[config.mk]
export PLATFORM = sky130hd
export DESIGN_NAME = zed_input_debounce_flat
export DESIGN_NICKNAME = d
export VERILOG_FILES = /design/src/rtl/zed_input_debounce_if.sv /design/src/rtl/zed_input_debounce.sv /design/src/flat_wrapper.sv
export SDC_FILE = /design/constraint.sdc
export NUM_CORES = 1
export LEC_CHECK = 0
export CELL_PAD_IN_SITES_DETAIL_PLACEMENT = 0
export CELL_PAD_IN_SITES_GLOBAL_PLACEMENT = 1
export CORE_ASPECT_RATIO = 1.4
export CORE_UTILIZATION = 37
export CTS_BUF_LIST = sky130_fd_sc_hd__clkbuf_2
export DETAILED_ROUTE_END_ITERATION = 12
export PLACE_DENSITY_LB_ADDON = 0.25
export REMOVE_ABC_BUFFERS = 1
export SYNTH_ARGS = -nofsm -noshare
export SYNTH_HDL_FRONTEND = slang
export SYNTH_SLANG_ARGS = --single-unit
[constraint.sdc]
create_clock -name clk_a -period 2.3 [get_ports clk_a]
set_input_delay 0.345 -clock clk_a [delete_from_list [all_inputs] [get_ports clk_a]]
set_output_delay 0.345 -clock clk_a [all_outputs]
set_load 0.01 [all_outputs]
[src/rtl/zed_input_debounce_if.sv]
// Signal bundle between the debouncer and its user: raw pins and clear mask in,
// debounced levels, edge pulses, sticky flags and ready out.
interface zed_input_debounce_if #(
    parameter int unsigned WIDTH = 13
) ();

    logic [WIDTH-1:0] din;
    logic [WIDTH-1:0] event_clr;
    logic [WIDTH-1:0] dout;
    logic [WIDTH-1:0] rise;
    logic [WIDTH-1:0] fall;
    logic [WIDTH-1:0] event_flags;
    logic             ready;

    // Consumer side: drives pins and the clear mask, observes conditioned outputs.
    modport master (
        output din,
        output event_clr,
        input  dout,
        input  rise,
        input  fall,
        input  event_flags,
        input  ready
    );

    // Debouncer side.
    modport slave (
        input  din,
        input  event_clr,
        output dout,
        output rise,
        output fall,
        output event_flags,
        output ready
    );

endinterface

[src/rtl/zed_input_debounce.sv]
// Push-button / DIP-switch conditioner: per-bit 2-flop synchronizer followed by a
// consecutive-sample debounce counter, with edge pulses, sticky W1C event flags and a
// post-reset settle window that suppresses events for switches already set at reset.
module zed_input_debounce #(
    parameter int unsigned      WIDTH           = 13,
    parameter int unsigned      DEBOUNCE_CYCLES = 1000000,
    parameter logic [WIDTH-1:0] RESET_VALUE     = '0
) (
    input logic                 clk_a,
    input logic                 rst_a_n,
    zed_input_debounce_if.slave bus
);

    localparam int unsigned CntW      = $clog2(DEBOUNCE_CYCLES);
    localparam int unsigned SettleLen = DEBOUNCE_CYCLES + 2;
    localparam int unsigned SettleW   = $clog2(SettleLen + 1);

    localparam logic [CntW-1:0]    CntLast   = CntW'(DEBOUNCE_CYCLES - 1);
    localparam logic [SettleW-1:0] SettleEnd = SettleW'(SettleLen);

    logic [WIDTH-1:0] sync1_q;
    logic [WIDTH-1:0] sync2_q;

    logic [WIDTH-1:0]           dout_q, dout_d;
    logic [WIDTH-1:0][CntW-1:0] cnt_q, cnt_d;
    logic [WIDTH-1:0]           change;

    logic [WIDTH-1:0] rise_q, rise_d;
    logic [WIDTH-1:0] fall_q, fall_d;
    logic [WIDTH-1:0] flags_q, flags_d;

    logic [SettleW-1:0] settle_q, settle_d;
    logic               ready_q, ready_d;

    // Two-stage synchronizer; nothing sits between the stages.
    always_ff @(posedge clk_a or negedge rst_a_n) begin
        if (!rst_a_n) begin
            sync1_q <= '0;
            sync2_q <= '0;
        end else begin
            sync1_q <= bus.din;
            sync2_q <= sync1_q;
        end
    end

    // Per-bit debounce: count consecutive disagreeing samples, accept on the last one.
    always_comb begin
        dout_d = dout_q;
        cnt_d  = '0;
        change = '0;
        for (int i = 0; i < int'(WIDTH); i++) begin
            if (sync2_q[i] != dout_q[i]) begin
                if (cnt_q[i] == CntLast) begin
                    dout_d[i] = sync2_q[i];
                    change[i] = 1'b1;
                end else begin
                    cnt_d[i] = cnt_q[i] + 1'b1;
                end
            end
        end
    end

    // Edge pulses are masked by the registered ready, so a change landing on the very
    // edge where ready rises is still treated as part of the settle window.
    always_comb begin
        rise_d  = change & dout_d & {WIDTH{ready_q}};
        fall_d  = change & ~dout_d & {WIDTH{ready_q}};
        // Set dominates clear for a bit that has both in the same cycle.
        flags_d = (flags_q & ~bus.event_clr) | rise_q | fall_q;
    end

    // Settle window: count edges after reset, then latch ready until the next reset.
    always_comb begin
        settle_d = settle_q;
        ready_d  = ready_q;
        if (settle_q != SettleEnd) begin
            settle_d = settle_q + 1'b1;
        end
        if (settle_d == SettleEnd) begin
            ready_d = 1'b1;
        end
    end

    // Debounce state, pulses, flags and settle state.
    always_ff @(posedge clk_a or negedge rst_a_n) begin
        if (!rst_a_n) begin
            dout_q   <= RESET_VALUE;
            cnt_q    <= '0;
            rise_q   <= '0;
            fall_q   <= '0;
            flags_q  <= '0;
            settle_q <= '0;
            ready_q  <= 1'b0;
        end else begin
            dout_q   <= dout_d;
            cnt_q    <= cnt_d;
            rise_q   <= rise_d;
            fall_q   <= fall_d;
            flags_q  <= flags_d;
            settle_q <= settle_d;
            ready_q  <= ready_d;
        end
    end

    assign bus.dout        = dout_q;
    assign bus.rise        = rise_q;
    assign bus.fall        = fall_q;
    assign bus.event_flags = flags_q;
    assign bus.ready       = ready_q;

    // A bit cannot rise and fall at once, and no pulses appear before ready.
    a_pulse_exclusive : assert property (@(posedge clk_a) disable iff (!rst_a_n)
        (rise_q & fall_q) == '0);
    a_no_pulse_unready : assert property (@(posedge clk_a) disable iff (!rst_a_n)
        !ready_q |-> (rise_q == '0 && fall_q == '0));

    // Counters saturate at the acceptance point and never wrap.
    for (genvar g = 0; g < int'(WIDTH); g++) begin : g_cnt_bound
        a_cnt_bound : assert property (@(posedge clk_a) disable iff (!rst_a_n)
            cnt_q[g] <= CntLast);
    end

endmodule

[src/flat_wrapper.sv]
// flat-port wrapper written by rule: the top's interface ports become plain ports
module zed_input_debounce_flat 
#(
    parameter int unsigned      WIDTH           = 13,
    parameter int unsigned      DEBOUNCE_CYCLES = 1000000,
    parameter logic [WIDTH-1:0] RESET_VALUE     = '0
)
  (clk_a, rst_a_n, bus_din, bus_event_clr, bus_dout, bus_rise, bus_fall, bus_event_flags, bus_ready);
  zed_input_debounce_if #(.WIDTH(WIDTH)) bus_i ();
  input logic clk_a;
  input logic rst_a_n;
  input wire logic [$bits(bus_i.din)-1:0] bus_din;
  input wire logic [$bits(bus_i.event_clr)-1:0] bus_event_clr;
  output wire logic [$bits(bus_i.dout)-1:0] bus_dout;
  output wire logic [$bits(bus_i.rise)-1:0] bus_rise;
  output wire logic [$bits(bus_i.fall)-1:0] bus_fall;
  output wire logic [$bits(bus_i.event_flags)-1:0] bus_event_flags;
  output wire logic [$bits(bus_i.ready)-1:0] bus_ready;
  assign bus_i.din = bus_din;
  assign bus_i.event_clr = bus_event_clr;
  assign bus_dout = bus_i.dout;
  assign bus_rise = bus_i.rise;
  assign bus_fall = bus_i.fall;
  assign bus_event_flags = bus_i.event_flags;
  assign bus_ready = bus_i.ready;
  zed_input_debounce #(.WIDTH(WIDTH), .DEBOUNCE_CYCLES(DEBOUNCE_CYCLES), .RESET_VALUE(RESET_VALUE)) u_core (.clk_a(clk_a), .rst_a_n(rst_a_n), .bus(bus_i));
endmodule
Word level (Yosys, flattened, before mapping)
Cells that the tools add are included.
{"block": "word_totals", "regBits": 359, "inputBits": 28, "out_inout_bits": 53, "elab_cells": 151}
{"block": "op_classes", "add_sub_neg": 14, "n_eq_ne": 28, "muxes": 79, "bitwise": 9}
{"op": "$mux W20", "n": 27}
{"op": "$add A20 B1 Y20 const B", "n": 14}
{"op": "$eq A20 B20 Y1 const B", "n": 14}
{"op": "$and A13 B13 Y13", "n": 5}
{"op": "$mux W1", "n": 52}
{"op": "$not A13 Y13", "n": 2}
{"op": "$or A13 B13 Y13", "n": 2}
{"op": "$ne A20 B20 Y1 const B", "n": 1}
{"op": "$ne A1 B1 Y1", "n": 13}

Depth between registers and ports, before layout
Gate-level depths: netlist of run 1.
{"block": "logic_depth", "word_depth": 6, "mapped_depth": 8, "mapped_depth_nobuf": 7}

Worst setup path after synthesis of run 1
No wires, ideal clock.
{"block": "synth_timing", "path_type": "reg-to-reg", "start": "reg u_core.cnt_q[240] (netlist bit)", "end": "reg u_core.cnt_q[251] (netlist bit)", "setup_ps": 119, "t_arrival_ps": 1691, "slack_ps": 490, "path_stages_with_launch": 9, "path_buffers": 2, "period_less_slack_ps": 1810, "cell_sequence": "dfrtp_1 -> ha_1 -> and3_1 -> nand3_1 -> nor4_2 -> or2_1 -> buf_4 -> buf_4 -> nor2_1"}
{"item": "start, declared", "line": "zed_input_debounce.sv:25", "rtl": "logic [WIDTH-1:0][CntW-1:0] cnt_q, cnt_d;"}
{"item": "start signal, assigned", "line": "zed_input_debounce.sv:96", "rtl": "cnt_q <= cnt_d;"}

Worst setup path after layout of run 1
{"block": "layout_timing", "start": "reg u_core.ready_q, in the netlist u_core.bus.ready", "end": "out bus_ready"}
{"item": "start, declared", "line": "zed_input_debounce.sv:33", "rtl": "logic ready_q, ready_d;"}
{"item": "start signal, assigned", "line": "zed_input_debounce.sv:101", "rtl": "ready_q <= ready_d;"}
{"item": "end, declared", "line": "flat_wrapper.sv:18", "rtl": "output wire logic [$bits(bus_i.ready)-1:0] bus_ready;"}
No word-level cell between the ends.

==> results of run 1 <==
-- metal layers --
metal  track usage, %  vias to the layer above  wire (um)
met5                0                        -          0
met4             7.77                        0        913
met3             2.89                       54       1220
met2             25.8                      175      16000
met1             17.7                     5706      14100
li1                 -                     5765          -
-- final timing paths --
kind                       slack (ns)  cells past startpoint            endpoint
setup / recovery                 0.23                      1           bus_ready
hold / removal                   0.32                      0  u_core.sync2_q[11]
setup reg to reg                 0.30                      6    u_core.bus.ready
hold reg to reg                  0.32                      0  u_core.sync2_q[11]
max in group asynchronous        1.38                      4   u_core.cnt_q[184]
min in group asynchronous        0.56                      4   u_core.cnt_q[239]
-- metrics by stage --
stage               hold WS (ns)  total power, W
detailed placement         0.335         0.00701
CTS                        0.180          0.0114
floorplan                 0.0494         0.00672
finish                     0.319          0.0110
global route               0.240          0.0117
global placement           0.333         0.00700
-- sequential cells by signal, summed over array words and instances (netlist names) --
name	count
u_core.cnt_q	260
u_core.settle_q	20
u_core.bus.dout	13
u_core.bus.event_flags	13
u_core.bus.fall	13
u_core.bus.rise	13
u_core.sync1_q	13
u_core.sync2_q	13
u_core.bus.ready	1
-- power by group through the flow --
stage	sequential, W	combinational [W]	clock [W]
after CTS	0.00647	0.000469	0.00443
after floorplan	0.00657	0.000151	0
final	0.00646	0.000446	0.00412
after detailed placement	0.00659	0.000421	0
after global routing	0.00648	0.000521	0.00472
after global placement	0.00659	0.000416	0
-- kinds of logic (layout without fill, tap and decap cells) --
kind of cell	count (synthesis)	in the layout	share of synthesized area (%)
flops	359	359	54.4
simple gates	803	803	25.2
mux	16	16	1.08
fa+ha+maj	15	15	1.14
buf+inv	98	335	3.08
other cells	0	1	0
compound gates	38	38	1.33
xor+xnor	260	260	13.8
-- what timing repair did --
action                                  in CTS  in global routing
hold buffers                                29                  0
endpoints found under the setup margin      53                  0
endpoints found under the hold margin      385                  0
resized for setup                           55                  0
setup buffers                               11                  0
-- area by class of cell --
cell class                      instances  area share (%)
Clock inverter                         29           0.776
Tap cell                              558            3.67
Sequential cell                       359            47.2
Multi-Input combinational cell       1132            36.9
Antenna cell                            1          0.0131
Clock buffer                          123            3.23
Inverter                               31           0.611
Timing Repair Buffer                  152            7.59
-- layout by cell type (no fill, tap or decap), drive strengths merged, types with 12 or more instances in the layout --
| cell type | instances |
|---|---|
| nor4 | 22 |
| o21ai | 23 |
| xnor2 | 70 |
| nor2 | 287 |
| nor3 | 21 |
| nand3 | 135 |
| dlygate4sd3 | 28 |
| clkdlybuf4s50 | 26 |
| or4 | 12 |
| buf | 45 |
| clkbuf | 123 |
| inv | 33 |
| dlygate4sd2 | 53 |
| xor2 | 190 |
| nor3b | 29 |
| ha | 15 |
| nand4 | 63 |
| clkinv | 24 |
| nand2 | 82 |
| and4 | 24 |
| mux2 | 14 |
| dfrtp | 359 |
| and3 | 82 |
==> run summary, run 1 <==
The number of I/O port buffers is 80. The worst pin sits at a relative slew slack of 64.6%. The power share of the combinational group came out at 4.0%. The final global-route overflow total came out at 0.

Setup repair after global routing left no endpoint under its margin. In this run the critical register-to-register path is launched from u_core.settle_q[0]. Per report_power, the clock group accounts for 37.3% of the total. Summed over all nets, the switching power comes to 0.00291 W. The worst clock skew on the final layout is 0.0825 ns. The number of antenna violations at the first check in global routing is 1. The maximum buffer depth of the clock tree is 3. The violation count after the first detailed-routing iteration came out at 561. The number of primary I/O pins is 81. The maximum clock frequency is 0.484 GHz. The worst setup path is captured at a primary output. The worst setup path is launched from a flip-flop. The worst-skew pair later-pin latency is 0.99 ns. On the critical path the largest part of the delay comes from flip-flops.

The register bit total from synthesis came out at 359. Summed over all cells, the static leakage comes to 8.96 nW. The footprint of the flip-flops and latches is 8990 um2. Once routing completed, OpenROAD measured the worst setup slack at 0.233 ns. The filler cells instantiated in the layout total 4281. The via count of the first global-routing pass is 12100. The count of final setup violators is 0. In this run the mean area of a mapped cell was 10.4 um2. The clock-pin slew reported for the worst setup and hold paths after clock tree synthesis is 0.11 ns. Traced cell by cell, the critical path runs through dlygate4sd2_1. The post-route antenna net violation count came out at 0.

The placement-stage worst setup slack is 0.290 ns. In this run the cell area measured after placement is 17900 um2. The root buffer cell chosen for the clock tree is clkbuf_2. The transition time at the pin with the least slew margin is 0.524 ns. After floorplanning, the core was sized to cover 44100 um2. Of all cell types, the one taking the most synthesized area is dfrtp_1. Across the run, the number of max-cap violations was 0. The share of synthesized area occupied by flip-flops and latches came out at 54.4%. STA puts the critical path data arrival time at 1.72 ns. The initial utilization of the core area, before any placement, comes to 37.5%. The largest net degree at the start of global routing came out at 52. The launch point of the worst hold path is u_core.sync1_q[11]. The post-placement cell count came out at 2192.

The sequential share of power came out at 58.6%. The final layout net count came out at 1807. The H-tree generated during clock tree synthesis spans 3 levels. The horizontal die dimension is 181 um. The count of flip-flops with a built-in enable after synthesis came out at 0. The total CTS buffers came out at 88. The first global-routing pass estimated 56800 um of wire. The sink count of the clock tree came out at 359.

The worst-path maximum fanout is 2. The total count of hold-check failures in the final report is 0. The classification of the worst-slack hold path is flip-flop to flip-flop. The number of buffer and inverter stages on the critical path is 1. TritonCTS built the clock tree. The vertical die dimension came out at 252 um.

The worst ir drop on vdd is 0.259 mV. The clock period minus final worst setup slack came out at 2.07 ns. The die outline area came out at 45500 um2. The number of max-slew violations in the final report is 0. For this run, the detailed router's first-pass iteration total came to 5.

The post-detailed-placement half-perimeter wirelength is 20300 um. The number of rows in the core area is 91. For this run, the number of Yosys warnings is 0. The ratio of routed vias to standard cells is 4.91. The standard cell with the maximum stage delay on the critical path is dfrtp_2. The internal power came out at 0.00812 W. The number of unique standard cell types used by synthesis came out at 47.

In this run the biggest area consumer among cell types represents 54.4% of the synthesized area. Summing all multi-input logic gate instances after layout gives 7030 um2. The area of all placed cells without fillers came out at 19000 um2. Sorting the synthesized cells by area gives the leading types as dfrtp_1 54%, xor2_1 10%, nor2_1 6.5%, nand3_1 4.0%, xnor2_1 3.7%. The flow ran to the end, and the final reports show no timing, DRC or antenna violations.

In this run the worst setup path begins at u_core.bus.ready. Wires add up to 32300 um. For the final routed database, the setup TNS stands at 0 ns. The routability congestion estimate from global placement is 0.804. Yosys instantiated no cell more often than dfrtp_1. The required time reported for the critical path endpoint is 1.96 ns. The final core utilization came out at 43.2%. The global-route total usage across every layer came out at 15.0%.

In the final routed layout, each cell accounts on average for 13.5 um. The share of post-route cells with drive strength above 1 came out at 11.7%. The area added between synthesis and finish came out at 15.2%.

The number of DRC violations after detailed routing is 0. The power density relative to cell area came out at 579 nW/um2. The dominant synthesized flop cell is dfrtp_1.

The critical path is of the flip-flop to primary output type. The number of standard cells in the layout, taps in and fillers out came out at 2385. Sorting the synthesized cells by how often they occur yields 359 x dfrtp_1, 287 x nor2_1, 190 x xor2_1. The largest single stage delay on the critical path is 0.47 ns. The switching power as a share of total power is 26.4%. Counting every instance in the synthesized netlist gives 1589.

The via count of the routed design is 11700. The proportion of synthesized flip-flops having asynchronous set or reset is 100%. After layout, the worst path uses 89.9% of the clock period.

The summed instance area of the synthesized netlist is 16500 um2.
Note: power is estimated with default switching activity, not from simulation.
==> run 2: changes to the inputs <==
clock period = 2.6 ns   (was 2.3 ns; I/O delays follow)
==> run 2 against run 1 <==
  * Non-clock buffer count fell by 18
  * Utilization down 0.11 points
  * Global-route usage shrank 0.17 points
  * Clock skew is 0.0041 ns higher
  * Register-to-register slack improved by 0.32 ns
  * Final area is 0.26% lower
  * Clock-buffer cell count fell by 3
  * Total power decreased by 10%
  * Flip-flop and latch count stayed put
  * First-iteration DRC count shrank 0.71%
==> run summary, run 2 (same netlist as run 1, synthesis figures left out) <==
The run finished with clean final reports. The tool flagged a number of max-cap violations equal to 0. The routability congestion estimate from global placement came out at 0.764. The largest registers in the layout are u_core.cnt_q x260, u_core.settle_q x20.

In this run the worst path has a maximum fanout of 5. The peak per-stage delay on the critical path came out at 0.60 ns. The standard cell with the maximum stage delay on the critical path is clkdlybuf4s50_1. Of the available clock period, the critical path in the final layout requires 92.4%. The horizontal die dimension is 181 um. For this run, global-route usage on met1 was measured as 17.5%. The number of max-slew violations in the final report came out at 0.

Setup repair after global routing left no endpoint under its margin. For this run, the total global-route usage over all layers was measured as 14.8%. The vertical die dimension came out at 252 um. The number of rows in the core area came out at 91. The final global-route overflow total is 0. The via count of the first global-routing pass is 12100. Prior to clock tree synthesis, the placed netlist has a worst setup slack of 0.601 ns. The setup path with the least slack is of type flip-flop to primary output. The global-route track usage on met3 is 3.22%.

The core region is 44100 um2. The global-route wire length before repair came out at 56300 um. The library cell used most frequently in the layout, excluding fill and tap cells, is dfrtp_1. For the worst setup path, the data arrival time is 2.01 ns. The mean routed wirelength per cell is 13.5 um. The normalized max-slew margin is 67.9%. The clock period minus final worst setup slack came out at 2.40 ns. The classification of the worst-slack hold path is flip-flop to flip-flop.

The number of fill cells came out at 4279. The power density relative to cell area is 520 nW/um2. The footprint of the flip-flops and latches came out at 8980 um2. The clock passes through at most 3 buffers. The total count of hold-check failures in the final report came out at 0.

The ratio of routed vias to standard cells came out at 4.89. The area added between synthesis and finish came out at 14.9%. The tree is rooted in a clkbuf_2. Buffers placed on the I/O ports in this run total 80. The total CTS buffers is 91. In the routed design, unresolved DRC markers number 0. For the final database, setup skew stands at 0.0866 ns. The final setup slack of the worst path came out at 0.197 ns. At the pin with the least slew margin, the transition time is 0.480 ns.

The detailed-route wire length came out at 32000 um. The largest net degree at the start of global routing is 71. The post-placement cell area came out at 17900 um2. The number of flip-flops under the largest register name is 260.

The detailed router placed 11600 vias in this run. The number of post-CTS setup repair buffers came out at 0. The post-detailed-placement half-perimeter wirelength is 20200 um. The TritonCTS clock tree is built. The leakage dissipation is 8.64 nW.

VDD sags by at most 0.213 mV. In the layout the commonest cells are 359 x dfrtp_1, 287 x nor2_1, 190 x xor2_1, 133 x nand3_1, 120 x clkbuf_2. The multi-input combinational cells in the finished layout cover a total of 7030 um2. The met2 routing resource usage after global routing is 25.5%.

Clock-pin slew was measured on the worst setup and hold paths at 0.09 ns. For this design the top-level I/O count stands at 81. The signal on the critical path passes through clkdlybuf4s50_1. The net count of the finished layout is 1792. The violation count after the first detailed-routing iteration is 557. The count of final setup violators came out at 0.

The initial cell density of the core is 37.5%. The worst setup path is captured at a primary output. The accumulated negative setup slack came out at 0 ns. The first detailed-routing pass ran for 5 iterations. STA classifies the critical path startpoint as a flip-flop. The die covers 45500 um2. The area of all placed cells without fillers is 19000 um2. The sink count of the clock tree came out at 359. In this run the most used layer during global routing was met2. The total number of H-tree levels came out at 3.

The required time reported for the critical path endpoint is 2.21 ns. u_core.cnt_q holds more flip-flops than any other register. The maximum clock frequency is 0.416 GHz. Grouping stages by cell kind, the critical path spends the most delay in buffers and inverters. The number of buffers and inverters on the critical path is 1. The final core utilization is 43.1%. The worst-skew pair later-pin latency came out at 1.02 ns. The post-route antenna net violation count came out at 0.

Of the cells placed in the final design, the portion with a size suffix greater than 1 is 10.9%. The number of antenna violations at the first check in global routing was 2.
-- run 2: cell count changes in the layout (fill, tap and decap cells not counted), sizes merged, moves of 2 or more --
cell           previous run  this run
clkdlybuf4s50            26        78
dlygate4sd2              53         1
buf                      45        27
clkinv                   24        28
clkbuf                  123       120
diode                     1         4
clkinvlp                  2         0
-- run 2: power breakdown --
group	switching [W]	total [W]	internal, W
clock	0.00231	0.00377	0.00146
sequential	0.0000703	0.00572	0.00565
combinational	0.000233	0.000390	0.000157
total	0.00261	0.00988	0.00727
-- run 2: final cells by class --
class	instances	share of cell area (%)
Sequential cell	359	47.3
Multi-Input combinational cell	1132	37.0
Clock buffer	120	3.16
Tap cell	558	3.68
Inverter	31	0.613
Timing Repair Buffer	134	7.18
Clock inverter	33	1.00
Antenna cell	4	0.0527
-- run 2: routing by layer --
metal / vias up / share of wire, %
li1: 5735 / -
met1: 5596 / 43
met2: 186 / 50
met3: 78 / 4.0
met4: 0 / 3.0
met5: - / 0
-- run 2: what timing repair did --
item | 4_1_cts | 5_1_grt
endpoints found under the setup margin | 1 | 0
gates resized for setup | 1 | 0
hold buffers | 29 | 0
endpoints found under the hold margin | 385 | 0
-- run 2: final timing paths --
kind / from / end / slack [ns] / cells past startpoint
worst max-delay path: u_core.bus.dout[5] / bus_dout[5] / 0.20 / 1
min in group asynchronous: rst_a_n / u_core.cnt_q[118] / 0.57 / 4
max in group asynchronous: rst_a_n / u_core.cnt_q[82] / 1.58 / 4
worst min-delay path: u_core.sync1_q[1] / u_core.sync2_q[1] / 0.35 / 0
worst min register to register: u_core.sync1_q[1] / u_core.sync2_q[1] / 0.35 / 0
worst max register to register: u_core.cnt_q[90] / u_core.cnt_q[83] / 0.62 / 6
-- run 2: stage by stage --
| step | power, W | std cells | hold slack [ns] |
|---|---|---|---|
| after detailed placement | 0.00620 | 2185 | 0.335 |
| after global routing | 0.0105 | 2371 | 0.262 |
| after CTS | 0.0102 | 2367 | 0.223 |
| final | 0.00988 | 2371 | 0.355 |
| after floorplan | 0.00595 | 1522 | 0.0944 |
| after global placement | 0.00619 | 2185 | 0.332 |
